## src/rtl/uart_pkg.sv

```systemverilog
// Shared types and helpers for the UART receive path.
package uart_pkg;

    // Receiver FSM states, in the order a frame walks through them.
    typedef enum logic [2:0] {
        IDLE      = 3'd0,
        START     = 3'd1,
        DATA      = 3'd2,
        STOP      = 3'd3,
        WAIT_IDLE = 3'd4
    } uart_rx_state_e;

    // 8N1 framing: eight data bits per frame.
    localparam int UART_DATA_BITS = 8;

    // System clocks per serial bit (integer division, rounds down).
    function automatic int clks_per_bit(input int clk_hz, input int baud);
        return clk_hz / baud;
    endfunction

endpackage

```

## src/rtl/uart_rx_if.sv

```systemverilog
// Downstream byte stream plus error pulses leaving the UART receiver.
//
// Handshake: DATA is meaningful only while VALID=1. A byte is transferred
// on a rising edge where VALID && READY; until then DATA and VALID hold.
// READY has no effect while VALID=0. VALID never waits on READY.
// FRAME_ERR and OVERRUN are single-cycle pulses, never high together.
interface uart_rx_if;

    logic [uart_pkg::UART_DATA_BITS-1:0] DATA;
    logic                                VALID;
    logic                                READY;
    logic                                FRAME_ERR;
    logic                                OVERRUN;

    // Receiver side: produces bytes and error pulses.
    modport master (
        output DATA,
        output VALID,
        output FRAME_ERR,
        output OVERRUN,
        input  READY
    );

    // Consumer side: takes bytes, observes error pulses.
    modport slave (
        input  DATA,
        input  VALID,
        input  FRAME_ERR,
        input  OVERRUN,
        output READY
    );

endinterface

```

## src/rtl/uart_rx_fifo.sv

```systemverilog
// Small receive buffer. Head data and valid come straight from flops
// (storage, read pointer, count), so a push is visible the next cycle.
module uart_rx_fifo #(
    parameter int WIDTH = 8,
    parameter int DEPTH = 4
) (
    input  logic             CLK,
    input  logic             RESETN,
    input  logic             push,
    input  logic [WIDTH-1:0] push_data,
    output logic             full,
    input  logic             pop,
    output logic [WIDTH-1:0] head,
    output logic             valid
);

    localparam int AW = $clog2(DEPTH);
    localparam int CW = AW + 1;

    if ((DEPTH < 2) || ((DEPTH & (DEPTH - 1)) != 0)) begin : g_depth_chk
        $error("uart_rx_fifo: DEPTH must be a power of 2 and at least 2");
    end

    logic [WIDTH-1:0] mem [DEPTH];
    logic [AW-1:0]    wr_ptr;
    logic [AW-1:0]    rd_ptr;
    logic [CW-1:0]    count;
    logic             empty;
    logic             do_pop;
    logic             do_push;

    assign empty   = (count == '0);
    assign full    = (count == CW'(DEPTH));
    // A pop is only real when something is there; a simultaneous pop frees
    // the slot a push into a full buffer needs.
    assign do_pop  = pop && !empty;
    assign do_push = push && (!full || do_pop);

    assign head  = mem[rd_ptr];
    assign valid = !empty;

    // Storage, pointers and occupancy; everything clears on reset so the
    // head reads as zero while empty after reset.
    always_ff @(posedge CLK or negedge RESETN) begin
        if (!RESETN) begin
            for (int i = 0; i < DEPTH; i++) begin
                mem[i] <= '0;
            end
            wr_ptr <= '0;
            rd_ptr <= '0;
            count  <= '0;
        end else begin
            if (do_push) begin
                mem[wr_ptr] <= push_data;
                wr_ptr      <= wr_ptr + AW'(1);
            end
            if (do_pop) begin
                rd_ptr <= rd_ptr + AW'(1);
            end
            case ({do_push, do_pop})
                2'b10:   count <= count + CW'(1);
                2'b01:   count <= count - CW'(1);
                default: count <= count;
            endcase
        end
    end

endmodule

```

## src/rtl/uart_rx.sv

```systemverilog
// 8N1 UART receiver: RXD synchroniser, mid-bit sampling FSM with a baud
// down-counter, and a small buffer offering bytes over valid/ready.
module uart_rx
    import uart_pkg::*;
#(
    parameter int CLK_FREQ_HZ = 12_000_000,
    parameter int BAUD_RATE   = 115_200,
    parameter int FIFO_DEPTH  = 4
) (
    input  logic           CLK,
    input  logic           RESETN,
    input  logic           RXD,
    uart_rx_if.master      bus,
    output uart_rx_state_e dbg_state
);

    localparam int CLKS_PER_BIT = clks_per_bit(CLK_FREQ_HZ, BAUD_RATE);
    localparam int CNT_W        = $clog2(CLKS_PER_BIT);
    localparam int IDX_W        = $clog2(UART_DATA_BITS);

    // Half-bit reload lands the first tick in the middle of the start bit;
    // full-bit reloads keep every later tick mid-bit.
    localparam logic [CNT_W-1:0] HALF_RELOAD = CNT_W'(CLKS_PER_BIT / 2 - 1);
    localparam logic [CNT_W-1:0] FULL_RELOAD = CNT_W'(CLKS_PER_BIT - 1);
    localparam logic [IDX_W-1:0] LAST_BIT    = IDX_W'(UART_DATA_BITS - 1);

    if (CLKS_PER_BIT < 4) begin : g_baud_chk
        $error("uart_rx: CLK_FREQ_HZ/BAUD_RATE must be at least 4");
    end

    logic [1:0]                sync_q;
    logic                      rxd_s;
    uart_rx_state_e            state_q, state_d;
    logic [CNT_W-1:0]          cnt_q, cnt_d;
    logic [IDX_W-1:0]          idx_q, idx_d;
    logic [UART_DATA_BITS-1:0] shift_q, shift_d;
    logic                      tick;
    logic                      push;
    logic                      frame_err;
    logic                      fifo_full;
    logic                      fifo_valid;
    logic [UART_DATA_BITS-1:0] fifo_head;

    assign rxd_s = sync_q[1];
    assign tick  = (cnt_q == '0);

    // Two-flop synchroniser; resets to the idle (high) line level.
    always_ff @(posedge CLK or negedge RESETN) begin
        if (!RESETN) begin
            sync_q <= 2'b11;
        end else begin
            sync_q <= {sync_q[0], RXD};
        end
    end

    // FSM state, baud counter, bit index and shift register.
    always_ff @(posedge CLK or negedge RESETN) begin
        if (!RESETN) begin
            state_q <= IDLE;
            cnt_q   <= '0;
            idx_q   <= '0;
            shift_q <= '0;
        end else begin
            state_q <= state_d;
            cnt_q   <= cnt_d;
            idx_q   <= idx_d;
            shift_q <= shift_d;
        end
    end

    // Next-state logic: sample on each tick, push good bytes, flag bad stops.
    always_comb begin
        state_d   = state_q;
        cnt_d     = cnt_q;
        idx_d     = idx_q;
        shift_d   = shift_q;
        push      = 1'b0;
        frame_err = 1'b0;

        if (state_q != IDLE) begin
            cnt_d = tick ? FULL_RELOAD : cnt_q - CNT_W'(1);
        end

        case (state_q)
            IDLE: begin
                if (!rxd_s) begin
                    state_d = START;
                    cnt_d   = HALF_RELOAD;
                end
            end
            START: begin
                if (tick) begin
                    if (!rxd_s) begin
                        state_d = DATA;
                        idx_d   = '0;
                    end else begin
                        // Start bit did not survive to mid-bit: a glitch.
                        state_d = IDLE;
                    end
                end
            end
            DATA: begin
                if (tick) begin
                    shift_d = {rxd_s, shift_q[UART_DATA_BITS-1:1]};
                    idx_d   = idx_q + IDX_W'(1);
                    if (idx_q == LAST_BIT) begin
                        state_d = STOP;
                    end
                end
            end
            STOP: begin
                if (tick) begin
                    if (rxd_s) begin
                        push    = 1'b1;
                        state_d = IDLE;
                    end else begin
                        frame_err = 1'b1;
                        state_d   = WAIT_IDLE;
                    end
                end
            end
            WAIT_IDLE: begin
                // Hold off until the line returns high so a break is one error.
                if (rxd_s) begin
                    state_d = IDLE;
                end
            end
            default: begin
                state_d = IDLE;
            end
        endcase
    end

    uart_rx_fifo #(
        .WIDTH (UART_DATA_BITS),
        .DEPTH (FIFO_DEPTH)
    ) u_fifo (
        .CLK       (CLK),
        .RESETN    (RESETN),
        .push      (push),
        .push_data (shift_q),
        .full      (fifo_full),
        .pop       (bus.READY),
        .head      (fifo_head),
        .valid     (fifo_valid)
    );

    assign bus.DATA      = fifo_head;
    assign bus.VALID     = fifo_valid;
    assign bus.FRAME_ERR = frame_err;
    // Byte lost only when the buffer is full and nothing leaves this cycle.
    assign bus.OVERRUN   = push && fifo_full && !(bus.READY && fifo_valid);
    assign dbg_state     = state_q;

endmodule

```

## src/flat_wrapper.sv

```systemverilog
// flat-port wrapper written by rule: the top's interface ports become plain ports
module uart_rx_flat import uart_pkg::*;
#(
    parameter int CLK_FREQ_HZ = 12_000_000,
    parameter int BAUD_RATE   = 115_200,
    parameter int FIFO_DEPTH  = 4
)
  (CLK, RESETN, RXD, dbg_state, bus_DATA, bus_VALID, bus_FRAME_ERR, bus_OVERRUN, bus_READY);
  uart_rx_if bus_i ();
  input  logic CLK;
  input  logic RESETN;
  input  logic RXD;
  output uart_rx_state_e dbg_state;
  output wire logic [$bits(bus_i.DATA)-1:0] bus_DATA;
  output wire logic [$bits(bus_i.VALID)-1:0] bus_VALID;
  output wire logic [$bits(bus_i.FRAME_ERR)-1:0] bus_FRAME_ERR;
  output wire logic [$bits(bus_i.OVERRUN)-1:0] bus_OVERRUN;
  input wire logic [$bits(bus_i.READY)-1:0] bus_READY;
  assign bus_DATA = bus_i.DATA;
  assign bus_VALID = bus_i.VALID;
  assign bus_FRAME_ERR = bus_i.FRAME_ERR;
  assign bus_OVERRUN = bus_i.OVERRUN;
  assign bus_i.READY = bus_READY;
  uart_rx #(.CLK_FREQ_HZ(CLK_FREQ_HZ), .BAUD_RATE(BAUD_RATE), .FIFO_DEPTH(FIFO_DEPTH)) u_core (.CLK(CLK), .RESETN(RESETN), .RXD(RXD), .bus(bus_i), .dbg_state(dbg_state));
endmodule
```

## config.mk

```make
export PLATFORM = sky130hd
export DESIGN_NAME = uart_rx_flat
export DESIGN_NICKNAME = d
export VERILOG_FILES = /design/src/rtl/uart_pkg.sv /design/src/rtl/uart_rx_if.sv /design/src/rtl/uart_rx_fifo.sv /design/src/rtl/uart_rx.sv /design/src/flat_wrapper.sv
export SDC_FILE = /design/constraint.sdc
export NUM_CORES = 1
export LEC_CHECK = 0
export BUFFER_PORTS_ARGS = -buffer_cell sky130_fd_sc_hd__buf_2
export CAP_MARGIN = 0
export CORE_MARGIN = 1.5
export CORE_UTILIZATION = 55
export DETAILED_ROUTE_END_ITERATION = 10
export GPL_TIMING_DRIVEN = 0
export PLACE_DENSITY = 0.79
export SKIP_CTS_REPAIR_TIMING = 1
export SLEW_MARGIN = 20
export SYNTH_ARGS = -nofsm -noshare
export SYNTH_HDL_FRONTEND = slang
export SYNTH_SLANG_ARGS = --single-unit
```

## constraint.sdc

```tcl
create_clock -name CLK -period 3.5 [get_ports CLK]
set_clock_uncertainty 0.05 [all_clocks]
set_input_delay 0.7 -clock CLK [delete_from_list [all_inputs] [get_ports CLK]]
set_output_delay 0.7 -clock CLK [all_outputs]
set_load 0.05 [all_outputs]
```

==> tab_implementation.tex, run 1 <==
\begin{tabular}{lr}
\hline
Metric & Value \\
\hline
\multicolumn{2}{l}{\textbf{Placed design}} \\
Instance area at placement & 3240 um\^{}2 \\
Weighted congestion reported at the end of routability-driven placement & 0.771 \\
Dpl ws & 632 ps \\
Quantity of I/O buffers inserted on ports & 17 \\
Placed wire-length estimate after detailed placement & 3540 um \\
\multicolumn{2}{l}{\textbf{Setup path}} \\
Cell repeated most along the worst path & sky130\_fd\_sc\_hd\_\_buf\_2 \\
Slowest cell delay on critical path & around 470 ps \\
Critical path, cell by cell & inv\_1, ha\_1, or4b\_1, buf\_6, buf\_2, nor3\_1, buf\_2 \\
Max Fanout on Critical Path & 10 \\
Critical path arrival & 2350 ps \\
Slowest-stage cell, CP & sky130\_fd\_sc\_hd\_\_or4b\_1 \\
Critical path launch point type & register \\
Class of the most critical setup path & register to output port \\
Required time of the worst setup path & 2750 ps \\
Critical path endpoint category & output port \\
\multicolumn{2}{l}{\textbf{STA}} \\
Achievable frequency & 323 MHz \\
Period minus WS final & 3100 ps \\
Setup violation total in the final timing report & 0 \\
Worst Max-Slew Pin Slew & 842 ps \\
Sum of negative setup slack & 0 ps \\
Min setup slack post-route & 402 ps \\
Worst slew slack as a fraction of its limit & 0.437 \\
Hold violation count in the final report & 0 \\
Period Utilization, post-route & 0.885 \\
Unrepaired setup endpoints after global routing & no \\
Count of final max-slew check failures & 0 \\
\multicolumn{2}{l}{\textbf{Synth}} \\
Top post-synthesis cells by area & sky130\_fd\_sc\_hd\_\_dfrtp\_1 (49\%), sky130\_fd\_sc\_hd\_\_mux2\_2 (14\%), sky130\_fd\_sc\_hd\_\_mux4\_2 (5.9\%), sky130\_fd\_sc\_hd\_\_ha\_1 (3.3\%), sky130\_fd\_sc\_hd\_\_nor4\_4 (2.8\%) \\
Net Count, Synth & 235 \\
Most common cell in the netlist & sky130\_fd\_sc\_hd\_\_dfrtp\_1 \\
Mapped Cells & 222 \\
Dominant combinational cell family by area after synthesis & multiplexers \\
Area share of fa/ha/maj cells after synthesis & 0.0393 \\
Fraction of the yosys area taken by sequential cells & 0.508 \\
Cell area after synthesis & between 3000 and 4000 um\^{}2 \\
Flops \& latches, synth & 62 \\
Post-synth top area share & 0.491 \\
Number of flops mapped to enable cells by yosys & 0 \\
Compound-cell area share of the yosys netlist & 0.0585 \\
Largest area contributor in the netlist & sky130\_fd\_sc\_hd\_\_dfrtp\_1 \\
Simple-gate portion of the synthesized area & 0.133 \\
Warnings, synthesis & 0 \\
Library cells used by synthesis & 52 \\
Average size of a mapped cell & 13.8 um\^{}2 \\
Most frequent cells after synthesis & sky130\_fd\_sc\_hd\_\_dfrtp\_1 (60), sky130\_fd\_sc\_hd\_\_mux2\_2 (37), sky130\_fd\_sc\_hd\_\_a21oi\_1 (10), sky130\_fd\_sc\_hd\_\_nand3\_1 (9) \\
Post-synth ARST share & 1.00 \\
Top flip-flop cell by instance count after synthesis & sky130\_fd\_sc\_hd\_\_dfrtp\_1 \\
Portion of netlist area occupied by mux cells & 0.210 \\
Post-synthesis share of cell area spent on xor and xnor gates & 0.0172 \\
\multicolumn{2}{l}{\textbf{Finish}} \\
Number of diodes & 0 \\
Net total in the final layout & $\sim$260 \\
Fraction of layout instances using a drive strength above 1 & 0.392 \\
Finished Cell Area & about 3400 um\^{}2 \\
Multi-input combinational cell area & 1410 um\^{}2 \\
Combined flip-flop and latch cell area & between 1500 and 2000 um\^{}2 \\
Area growth from synthesis to final layout & 12.3\% \\
FILL cells & 408 \\
\multicolumn{2}{l}{\textbf{Floorplanning}} \\
Width of the die & 77.6 um \\
Rows & 26 \\
Core ar. & 5240 um\^{}2 \\
Die area & 6020 um\^{}2 \\
IO Count & 18 \\
Height of the die & 77.6 um \\
Starting utilization of the core area & 0.584 \\
\multicolumn{2}{l}{\textbf{Routing}} \\
Vias after detailed routing & 1905 \\
Aggregate routed wire length & 5480 um \\
Via/cell ratio & 5.86 \\
Total iterations of the first detailed-routing run & 4 \\
Routed wirelength normalized by instance count & 16.9 um \\
Drt initial violations & 92 \\
Antenna violation net count after detailed routing & 0 \\
Count of unresolved DRC violations after routing & 0 \\
\multicolumn{2}{l}{\textbf{GRT}} \\
GR Overflow Total & 0 \\
Antenna violations before repair & 0 \\
GRT Util Overall & 0.209 \\
First-pass GRT wire length & 9390 um \\
Maximum number of pins on one net before global-route repair & 63 \\
Vias in the first global route & 1874 \\
\multicolumn{2}{l}{\textbf{Power}} \\
Seq pwr share & 0.484 \\
Relative contribution of the clock network to total power & 0.365 \\
Part of the power in combinational logic & 0.152 \\
Switching share of power & 0.279 \\
Peak ir drop on the vdd network & 0.282 mV \\
Net load switching power & 0.452 mW \\
Power density over the cells & 471 nW/um\^{}2 \\
Internal power summed over all cells & 1.16 mW \\
Static power due to leakage & approximately 1.6 nW \\
\multicolumn{2}{l}{\textbf{Clock tree}} \\
Clock sink total & 62 \\
Number of buffers inserted during clock tree synthesis & 9 \\
Clock tree from TritonCTS & built \\
Source-to-sink clock delay at the later pin of the worst-skew pair & 350 ps \\
Clock root buffer & sky130\_fd\_sc\_hd\_\_clkbuf\_8 \\
Clock Tree Buf Depth & 2 \\
Clock slew at the register clock pins of the worst setup and hold paths & 70 ps \\
CTS H-Tree Depth & 3 \\
\multicolumn{2}{l}{\textbf{Worst hold path}} \\
Worst min path class & register to register \\
\multicolumn{2}{l}{\textbf{Flow run}} \\
Count of max-cap constraint violations & 0 \\
\multicolumn{2}{l}{\textbf{Status}} \\
Outcome & finished, final reports clean \\
\hline
\end{tabular}
## path summary, 6_finish.rpt
path	startpoint	end	slack, ps	cells past startpoint
max	u_core.cnt_q[0]	bus_OVERRUN	400	7
min	u_core.sync_q[0]	u_core.sync_q[1]	310	0
max reg2reg	u_core.cnt_q[0]	u_core.u_fifo.count[1]	650	9
min reg2reg	u_core.sync_q[0]	u_core.sync_q[1]	310	0
max in group asynchronous	RESETN	u_core.u_fifo.count[0]	2530	1
min in group asynchronous	RESETN	u_core.cnt_q[3]	370	1
## stage by stage
step / hold slack [ps] / utilization / power (mW) / std cells
6_report: 308 / 0.656 / 1.62 / 325
5_1_grt: 319 / 0.656 / 1.71 / 325
4_1_cts: 310 / 0.656 / 1.64 / 325
3_5_place_dp: 300 / 0.618 / 1.04 / 309
3_3_place_gp: 297 / 0.618 / 1.03 / 309
2_1_floorplan: 295 / - / 0.982 / 222
## layer usage
| metal | track usage | part of all wire |
|---|---|---|
| met5 | 0 | 0 |
| met3 | 0.0776 | 0.043 |
| met4 | 0.0636 | 0.012 |
| met2 | 0.318 | 0.48 |
| met1 | 0.279 | 0.46 |
## power by group through the flow
stage / logic [mW] / registers (mW) / clock network, mW
2_1_floorplan: 0.193 / 0.789 / 0
3_3_place_gp: 0.241 / 0.794 / 0
3_5_place_dp: 0.249 / 0.795 / 0
4_1_cts: 0.250 / 0.782 / 0.605
5_1_grt: 0.274 / 0.787 / 0.644
6_report: 0.245 / 0.781 / 0.589
## cell usage in the layout, fill, tap and decap left out, types with 4 or more instances in the layout
cell type                  Yosys  layout
sky130_fd_sc_hd__a21oi_1      10      10
sky130_fd_sc_hd__buf_2         1      17
sky130_fd_sc_hd__clkbuf_1      5       5
sky130_fd_sc_hd__clkbuf_8      1      13
sky130_fd_sc_hd__dfrtp_1      60      60
sky130_fd_sc_hd__ha_1          8       8
sky130_fd_sc_hd__inv_1         8       8
sky130_fd_sc_hd__mux2_1        4       4
sky130_fd_sc_hd__mux2_2       37      37
sky130_fd_sc_hd__mux4_2        8       8
sky130_fd_sc_hd__nand2_1       4       4
sky130_fd_sc_hd__nand3_1       9       9
sky130_fd_sc_hd__nand4_1       4       4
sky130_fd_sc_hd__nor2_1        6       6
sky130_fd_sc_hd__nor4_4        4       4
sky130_fd_sc_hd__o31ai_1       4       4
sky130_fd_sc_hd__or3_1         4       4
## critical path: cells and delay by family (launching register included)
family / cells / cell delay [ps]
AND/OR/NAND/NOR: 2 / 690
buffers and inverters: 4 / 720
flip-flops: 1 / 400
adder cells (fa/ha/maj): 1 / 190
## state kept, by name, indices dropped and copies added, names as in the netlist
name / count
u_core.u_fifo.mem: 32
u_core.sync_q: 2
u_core.u_fifo.wr_ptr: 2
u_core.cnt_q: 7
u_core.idx_q: 3
u_core.dbg_state: 3
u_core.u_fifo.rd_ptr: 2
u_core.shift_q: 8
u_core.u_fifo.count: 3
## layout make-up
cell class | count | area share
flip-flops and latches | 62 | 0.453
multi-input cells | 141 | 0.409
clock buffers | 12 | 0.0481
repair buffers | 17 | 0.0255
well taps | 70 | 0.0255
plain buffers | 11 | 0.0219
inverters | 8 | 0.00875
clock inverters | 4 | 0.00838
## cells by family (layout without fill, tap and decap cells)
group	count (synthesis)	in the layout
AOI/OAI and AO/OA	26	26
xor gates and xnor gates	6	6
adders and majority gates	9	9
buffers and inverters	19	52
DFF	62	62
muxes	49	49
and+or+nand+nor	51	51
Note: power is estimated with default switching activity, not from simulation.
==> run 2, diff against run 1 <==
--- a/config.mk
+++ b/config.mk
@@ -6,7 +6,6 @@
 export NUM_CORES = 1
 export LEC_CHECK = 0
 export BUFFER_PORTS_ARGS = -buffer_cell sky130_fd_sc_hd__buf_2
-export CAP_MARGIN = 0
 export CORE_MARGIN = 1.5
 export CORE_UTILIZATION = 55
 export DETAILED_ROUTE_END_ITERATION = 10
==> constraint.sdc (replaced) <==
create_clock -name CLK -period 3.5 [get_ports CLK]
set_clock_uncertainty 0.05 [all_clocks]
set_input_delay 0.525 -clock CLK [delete_from_list [all_inputs] [get_ports CLK]]
set_output_delay 0.525 -clock CLK [all_outputs]
set_load 0.05 [all_outputs]
==> tab_implementation.tex, run 2 (synthesized netlist as in run 1, its figures left out) <==
\begin{tabular}{lr}
\hline
Metric & Value \\
\hline
\multicolumn{2}{l}{\textbf{Placed design}} \\
Quantity of I/O buffers inserted on ports & 17 (unchanged) \\
Dpl ws & 591 ps (-41.1 ps) \\
Weighted congestion reported at the end of routability-driven placement & 0.806 (+4.6\%) \\
Placed wire-length estimate after detailed placement & 3570 um (+0.84\%) \\
Instance area at placement & 3230 um\^{}2 (-0.19\%) \\
\multicolumn{2}{l}{\textbf{Routing}} \\
Total iterations of the first detailed-routing run & 4 (unchanged) \\
Drt initial violations & 162 (+76\%) \\
Aggregate routed wire length & 5530 um (+0.89\%) \\
Antenna violation net count after detailed routing & 0 (unchanged) \\
Via/cell ratio & 5.98 (+1.9\%) \\
Count of unresolved DRC violations after routing & 0 (unchanged) \\
Vias after detailed routing & 1942 (+1.9\%) \\
Routed wirelength normalized by instance count & 17.0 um (+0.89\%) \\
\multicolumn{2}{l}{\textbf{Floorplanning}} \\
Height of the die & 77.6 um (unchanged) \\
Starting utilization of the core area & 0.584 (unchanged) \\
IO Count & 18 (unchanged) \\
Die area & 6020 um\^{}2 (unchanged) \\
Rows & 26 (unchanged) \\
Core ar. & 5240 um\^{}2 (unchanged) \\
Width of the die & 77.6 um (unchanged) \\
\multicolumn{2}{l}{\textbf{STA}} \\
Setup violation total in the final timing report & 0 (unchanged) \\
Sum of negative setup slack & 0 ps (unchanged) \\
Worst Max-Slew Pin Slew & 865 ps (+23.2 ps) \\
Min setup slack post-route & 367 ps (-34.6 ps) \\
Period Utilization, post-route & 0.895 (+0.00988) \\
Worst slew slack as a fraction of its limit & 0.422 (-0.0155) \\
Count of final max-slew check failures & 0 (unchanged) \\
Hold violation count in the final report & 0 (unchanged) \\
Achievable frequency & 319 MHz (-1.1\%) \\
Period minus WS final & 3130 ps (+34.6 ps) \\
Unrepaired setup endpoints after global routing & no \\
\multicolumn{2}{l}{\textbf{Clock tree}} \\
CTS H-Tree Depth & 3 (unchanged) \\
Source-to-sink clock delay at the later pin of the worst-skew pair & 340 ps (about the same) \\
Number of buffers inserted during clock tree synthesis & 9 (unchanged) \\
Clock tree from TritonCTS & built \\
Clock root buffer & sky130\_fd\_sc\_hd\_\_clkbuf\_8 \\
Clock Tree Buf Depth & 2 (unchanged) \\
Clock sink total & 62 (unchanged) \\
Clock slew at the register clock pins of the worst setup and hold paths & 70 ps (about the same) \\
\multicolumn{2}{l}{\textbf{Finish}} \\
Highest-count cells in the layout ignoring fill and taps & sky130\_fd\_sc\_hd\_\_dfrtp\_1 (60), sky130\_fd\_sc\_hd\_\_mux2\_2 (37), sky130\_fd\_sc\_hd\_\_buf\_2 (17) \\
Area growth from synthesis to final layout & 12.9\% \\
Largest register FFs & 32 (unchanged) \\
Net total in the final layout & 263 (unchanged) \\
Finished Cell Area & 3450 um\^{}2 (+0.58\%) \\
Leading registers by flop count & u\_core.u\_fifo.mem: 32 flops, u\_core.shift\_q: 8 flops, u\_core.cnt\_q: 7 flops \\
Fraction of layout instances using a drive strength above 1 & 0.388 (-0.00392) \\
Most flops, register & u\_core.u\_fifo.mem \\
FILL cells & 373 (-8.6\%) \\
Most frequent standard cell in the layout excluding fill and tap cells & sky130\_fd\_sc\_hd\_\_dfrtp\_1 \\
Number of diodes & 0 (unchanged) \\
\multicolumn{2}{l}{\textbf{Setup path}} \\
Worst R2R Setup Slack & 600 ps (-50 ps) \\
Critical path launch point type & register \\
Class of the most critical setup path & register to output port \\
Required time of the worst setup path & 2920 ps (+170 ps) \\
Start of the worst register-to-register path & u\_core.cnt\_q[0] \\
Terminus of the critical flop-to-flop path & u\_core.u\_fifo.count[2] \\
Max Fanout on Critical Path & 10 (unchanged) \\
R2R depth & 11 (+2) \\
Critical path endpoint category & output port \\
Critical path arrival & 2560 ps (+210 ps) \\
\multicolumn{2}{l}{\textbf{GRT}} \\
Maximum number of pins on one net before global-route repair & 63 (unchanged) \\
GR Overflow Total & 0 (unchanged) \\
Vias in the first global route & 1935 (+3.3\%) \\
Antenna violations before repair & 0 (unchanged) \\
GRT Util Overall & 0.207 (-0.00197) \\
First-pass GRT wire length & 9400 um (about the same) \\
\multicolumn{2}{l}{\textbf{Power}} \\
Power density over the cells & 497 nW/um\^{}2 (+5.7\%) \\
Peak ir drop on the vdd network & 0.344 mV (+22\%) \\
Static power due to leakage & 1.64 nW (+1.1\%) \\
Overall power after layout & 1.72 mW (+6.3\%) \\
\multicolumn{2}{l}{\textbf{Worst hold path}} \\
Worst min path class & input pin to asynchronous set/reset pin \\
\multicolumn{2}{l}{\textbf{Status}} \\
Outcome & finished, final reports clean \\
\multicolumn{2}{l}{\textbf{Flow run}} \\
Count of max-cap constraint violations & 0 (unchanged) \\
\hline
\end{tabular}
run 2: changes by cell type in the layout (fill, tap and decap cells not counted):
cell / delta
sky130_fd_sc_hd__nor4_1: +1
sky130_fd_sc_hd__clkbuf_8: -3
sky130_fd_sc_hd__clkinvlp_4: -2
sky130_fd_sc_hd__clkinv_4: +2
sky130_fd_sc_hd__nor4_2: -1
sky130_fd_sc_hd__clkinv_2: +1
sky130_fd_sc_hd__bufinv_16: +2
run 2: per-stage QoR:
stage | std cells | hold WS (ps) | utilization
finish | 325 | 209 | 0.659
global route | 325 | 211 | 0.659
CTS | 325 | 213 | 0.659
detailed placement | 309 | 302 | 0.617
global placement | 309 | 303 | 0.617
floorplan | 222 | 179 | -
run 2: area by class of cell:
cell class / count / area (um^2) / share of cell area
flip-flops and latches: 62 / 1550 / 0.450
multi-input cells: 141 / 1400 / 0.405
clock buffers: 9 / 124 / 0.0359
clock inverters: 7 / 96.3 / 0.0279
repair buffers: 17 / 87.6 / 0.0254
well taps: 70 / 87.6 / 0.0254
plain buffers: 11 / 75.1 / 0.0217
inverters: 8 / 30.0 / 0.00870
run 2: how the worst max path moves through the flow:
stage | end | cells past startpoint | from
CTS | bus_FRAME_ERR | 7 | u_core.cnt_q[0]
global placement | u_core.u_fifo.count[2] | 11 | u_core.cnt_q[0]
global route | bus_FRAME_ERR | 7 | u_core.cnt_q[0]
floorplan | bus_FRAME_ERR | 6 | u_core.cnt_q[0]
finish | bus_FRAME_ERR | 7 | u_core.cnt_q[0]
detailed placement | u_core.u_fifo.count[2] | 11 | u_core.cnt_q[0]
run 2: where the power goes:
part           internal [mW]  total (mW)  switching, mW
clock                  0.403       0.691          0.288
sequential             0.750       0.781         0.0317
combinational         0.0986       0.245          0.147
total                   1.25        1.72          0.466
run 2: worst max-delay path, stage by stage, from the launching register on:
cell                      delay, ps
sky130_fd_sc_hd__dfrtp_1        400
sky130_fd_sc_hd__inv_1           60
sky130_fd_sc_hd__ha_1           200
sky130_fd_sc_hd__or4b_1         500
sky130_fd_sc_hd__buf_6          180
sky130_fd_sc_hd__buf_2          190
sky130_fd_sc_hd__nor4_1         350
sky130_fd_sc_hd__buf_2          340
run 2: routing by layer:
metal  global-route usage  vias to the layer above  routed length [um]
met5                    0                        -                   0
met4               0.0691                        0                  85
met3               0.0694                        8                 216
met2                0.325                       40                2700
met1                0.269                     1006                2530
li1                     -                      888                   -
==> run 3, diff against run 2 <==
--- a/config.mk
+++ b/config.mk
@@ -5,12 +5,14 @@
 export SDC_FILE = /design/constraint.sdc
 export NUM_CORES = 1
 export LEC_CHECK = 0
+export ABC_AREA = 1
 export BUFFER_PORTS_ARGS = -buffer_cell sky130_fd_sc_hd__buf_2
 export CORE_MARGIN = 1.5
 export CORE_UTILIZATION = 55
 export DETAILED_ROUTE_END_ITERATION = 10
 export GPL_TIMING_DRIVEN = 0
 export PLACE_DENSITY = 0.79
+export REMOVE_ABC_BUFFERS = 1
 export SKIP_CTS_REPAIR_TIMING = 1
 export SLEW_MARGIN = 20
 export SYNTH_ARGS = -nofsm -noshare
==> constraint.sdc (replaced) <==
create_clock -name CLK -period 3.85 [get_ports CLK]
set_clock_uncertainty 0.05 [all_clocks]
set_input_delay 0.5775 -clock CLK [delete_from_list [all_inputs] [get_ports CLK]]
set_output_delay 0.5775 -clock CLK [all_outputs]
set_load 0.05 [all_outputs]
==> tab_implementation.tex, run 3 <==
\begin{tabular}{lr}
\hline
Metric & Value \\
\hline
\multicolumn{2}{l}{\textbf{Status}} \\
Outcome & finished, final reports clean \\
\multicolumn{2}{l}{\textbf{Setup path}} \\
Required time of the worst setup path & 4050 ps (+1130 ps) \\
Critical path endpoint category & register \\
Class of the most critical setup path & register to register \\
Critical path arrival & 3250 ps (+690 ps) \\
Max Fanout on Critical Path & 39 (+29) \\
Critical path launch point type & register \\
\multicolumn{2}{l}{\textbf{Floorplanning}} \\
Width of the die & 79 um (+1.9\%) \\
Starting utilization of the core area & 0.573 (-0.0105) \\
Core ar. & 5540 um\^{}2 (+5.8\%) \\
Height of the die & 79 um (+1.9\%) \\
Die area & 6240 um\^{}2 (+3.7\%) \\
IO Count & 18 (unchanged) \\
Rows & 27 (+3.8\%) \\
\multicolumn{2}{l}{\textbf{Finish}} \\
Number of diodes & 0 (unchanged) \\
Net total in the final layout & 389 (+48\%) \\
Largest register FFs & 32 (unchanged) \\
Share of the core filled with cells in the final layout & 0.620 (-0.0394) \\
Finished Cell Area & 3430 um\^{}2 (-0.54\%) \\
Area growth from synthesis to final layout & 8.11\% \\
Fraction of layout instances using a drive strength above 1 & 0.150 (-0.239) \\
Post-layout instance count excluding filler cells & 453 (+39\%) \\
Highest-count cells in the layout ignoring fill and taps & sky130\_fd\_sc\_hd\_\_nand2\_1 (108), sky130\_fd\_sc\_hd\_\_dfrtp\_1 (60), sky130\_fd\_sc\_hd\_\_nand4\_1 (33) \\
Most frequent standard cell in the layout excluding fill and tap cells & sky130\_fd\_sc\_hd\_\_nand2\_1 \\
Leading registers by flop count & u\_core.u\_fifo.mem: 32 flops, u\_core.shift\_q: 8 flops, u\_core.cnt\_q: 7 flops \\
Most flops, register & u\_core.u\_fifo.mem \\
\multicolumn{2}{l}{\textbf{Routing}} \\
Routed wirelength normalized by instance count & 13.9 um (-18\%) \\
Vias after detailed routing & 2544 (+31\%) \\
Via/cell ratio & 5.62 (-6.0\%) \\
Count of unresolved DRC violations after routing & 0 (unchanged) \\
Drt initial violations & 249 (+54\%) \\
Aggregate routed wire length & 6320 um (+14\%) \\
Total iterations of the first detailed-routing run & 5 (+1) \\
Antenna violation net count after detailed routing & 0 (unchanged) \\
\multicolumn{2}{l}{\textbf{Synth}} \\
Post-synth ARST share & 1.00 (unchanged) \\
Library cells used by synthesis & 31 (-40\%) \\
Number of flops mapped to enable cells by yosys & 0 (unchanged) \\
Average size of a mapped cell & 8.73 um\^{}2 (-37\%) \\
Warnings, synthesis & 0 (unchanged) \\
Most common cell in the netlist & sky130\_fd\_sc\_hd\_\_nand2\_1 \\
Cell area after synthesis & 3180 um\^{}2 (+3.9\%) \\
Post-synth top area share & 0.473 (-0.0184) \\
Flops \& latches, synth & 62 (unchanged) \\
Mapped Cells & 364 (+64\%) \\
Top post-synthesis cells by area & sky130\_fd\_sc\_hd\_\_dfrtp\_1 (47\%), sky130\_fd\_sc\_hd\_\_nand2\_1 (13\%), sky130\_fd\_sc\_hd\_\_nand4\_1 (6.5\%), sky130\_fd\_sc\_hd\_\_o21ai\_0 (3.8\%), sky130\_fd\_sc\_hd\_\_ha\_1 (3.2\%) \\
Fraction of the yosys area taken by sequential cells & 0.489 (-0.0190) \\
Most frequent cells after synthesis & sky130\_fd\_sc\_hd\_\_nand2\_1 (108), sky130\_fd\_sc\_hd\_\_dfrtp\_1 (60), sky130\_fd\_sc\_hd\_\_nand4\_1 (33), sky130\_fd\_sc\_hd\_\_nor2\_1 (26), sky130\_fd\_sc\_hd\_\_inv\_1 (25) \\
Largest area contributor in the netlist & sky130\_fd\_sc\_hd\_\_dfrtp\_1 \\
Top flip-flop cell by instance count after synthesis & sky130\_fd\_sc\_hd\_\_dfrtp\_1 \\
\multicolumn{2}{l}{\textbf{Power}} \\
Power density over the cells & 561 nW/um\^{}2 (+13\%) \\
Static power due to leakage & 1.76 nW (+7.3\%) \\
Peak ir drop on the vdd network & 0.254 mV (-26\%) \\
Overall power after layout & 1.93 mW (+12\%) \\
\multicolumn{2}{l}{\textbf{STA}} \\
Count of final max-slew check failures & 0 (unchanged) \\
Unrepaired setup endpoints after global routing & no \\
Worst slew slack as a fraction of its limit & 0.422 (+0.000508) \\
Min setup slack post-route & 800 ps (+433 ps) \\
Worst Max-Slew Pin Slew & 865 ps (-0.550 ps) \\
Achievable frequency & 328 MHz \\
Hold violation count in the final report & 0 (unchanged) \\
Setup violation total in the final timing report & 0 (unchanged) \\
Hold Slack & 263 ps (+53.6 ps) \\
Period minus WS final & 3050 ps \\
Period Utilization, post-route & 0.792 \\
Sum of negative setup slack & 0 ps (unchanged) \\
\multicolumn{2}{l}{\textbf{Clock tree}} \\
CTS H-Tree Depth & 3 (unchanged) \\
Number of buffers inserted during clock tree synthesis & 9 (unchanged) \\
Clock Tree Buf Depth & 2 (unchanged) \\
Clock tree from TritonCTS & built \\
Clock sink total & 62 (unchanged) \\
Source-to-sink clock delay at the later pin of the worst-skew pair & 340 ps (about the same) \\
Clock slew at the register clock pins of the worst setup and hold paths & 60 ps (about the same) \\
Clock root buffer & sky130\_fd\_sc\_hd\_\_clkbuf\_8 \\
\multicolumn{2}{l}{\textbf{GRT}} \\
Vias in the first global route & 2326 (+20\%) \\
GRT Util Overall & 0.228 (+0.0210) \\
Antenna violations before repair & 0 (unchanged) \\
Maximum number of pins on one net before global-route repair & 63 (unchanged) \\
First-pass GRT wire length & 10900 um (+15\%) \\
GR Overflow Total & 0 (unchanged) \\
\multicolumn{2}{l}{\textbf{Flow run}} \\
Count of max-cap constraint violations & 0 (unchanged) \\
\multicolumn{2}{l}{\textbf{Placed design}} \\
Quantity of I/O buffers inserted on ports & 17 (unchanged) \\
Cells after DPL & 437 (+41\%) \\
Dpl ws & 811 ps (+221 ps) \\
Instance area at placement & 3220 um\^{}2 (-0.54\%) \\
Placed wire-length estimate after detailed placement & 4080 um (+14\%) \\
Weighted congestion reported at the end of routability-driven placement & 0.814 (+1.1\%) \\
\multicolumn{2}{l}{\textbf{Worst hold path}} \\
Worst min path class & input pin to asynchronous set/reset pin \\
\hline
\end{tabular}
-- run 3: metal layers --
layer	GRT usage	up-vias	part of all wire
met1	0.299	1215	0.45
met5	0	-	0
met3	0.0540	13	0.056
met2	0.352	75	0.47
met4	0.114	0	0.019
li1	-	1241	-
-- run 3: power by group --
| group | total, mW | leakage (nW) | switching (mW) | internal [mW] |
|---|---|---|---|---|
| clock network | 0.613 | 0.115 | 0.245 | 0.367 |
| logic | 0.576 | 0.811 | 0.436 | 0.141 |
| registers | 0.739 | 0.833 | 0.0573 | 0.681 |
| total | 1.93 | 1.76 | 0.738 | 1.19 |
-- run 3: logic make-up after synthesis --
logic type,Yosys count,synth area share
simple gates,197,0.295
flops,62,0.489
compound gates,47,0.0863
buf+inv,43,0.0756
fa+ha+maj,9,0.0378
xor+xnor,6,0.0165
-- run 3: cell type report --
class | instances | area [um^2]
clock buffer | 13 | 179
timing repair buffer | 17 | 87.6
sequential | 62 | 1550
multi-input combinational | 259 | 1380
fill | 488 | 2110
inverter | 27 | 101
tap | 72 | 90.1
clock inverter | 3 | 40.0
-- run 3: final timing paths --
check	startpoint	cells after the start	endpoint	slack (ps)
worst max-delay path	u_core.cnt_q[0]	11	u_core.u_fifo.count[1]	800
worst min-delay path	RESETN	1	u_core.cnt_q[5]	260
worst max register to register	u_core.cnt_q[0]	11	u_core.u_fifo.count[1]	800
worst min register to register	u_core.sync_q[0]	0	u_core.sync_q[1]	310
max in group asynchronous	RESETN	1	u_core.u_fifo.mem[20]	2990
min in group CLK	RXD	1	u_core.sync_q[0]	280
-- run 3: worst max-delay path, stage by stage, from the launching register on --
cell	delay, ps
sky130_fd_sc_hd__dfrtp_1	360
sky130_fd_sc_hd__inv_1	110
sky130_fd_sc_hd__ha_1	300
sky130_fd_sc_hd__inv_2	80
sky130_fd_sc_hd__nor2_4	100
sky130_fd_sc_hd__nand3_4	120
sky130_fd_sc_hd__nor2_4	700
sky130_fd_sc_hd__nand2_1	210
sky130_fd_sc_hd__ha_1	250
sky130_fd_sc_hd__inv_1	90
sky130_fd_sc_hd__fa_1	410
sky130_fd_sc_hd__o21ai_0	190
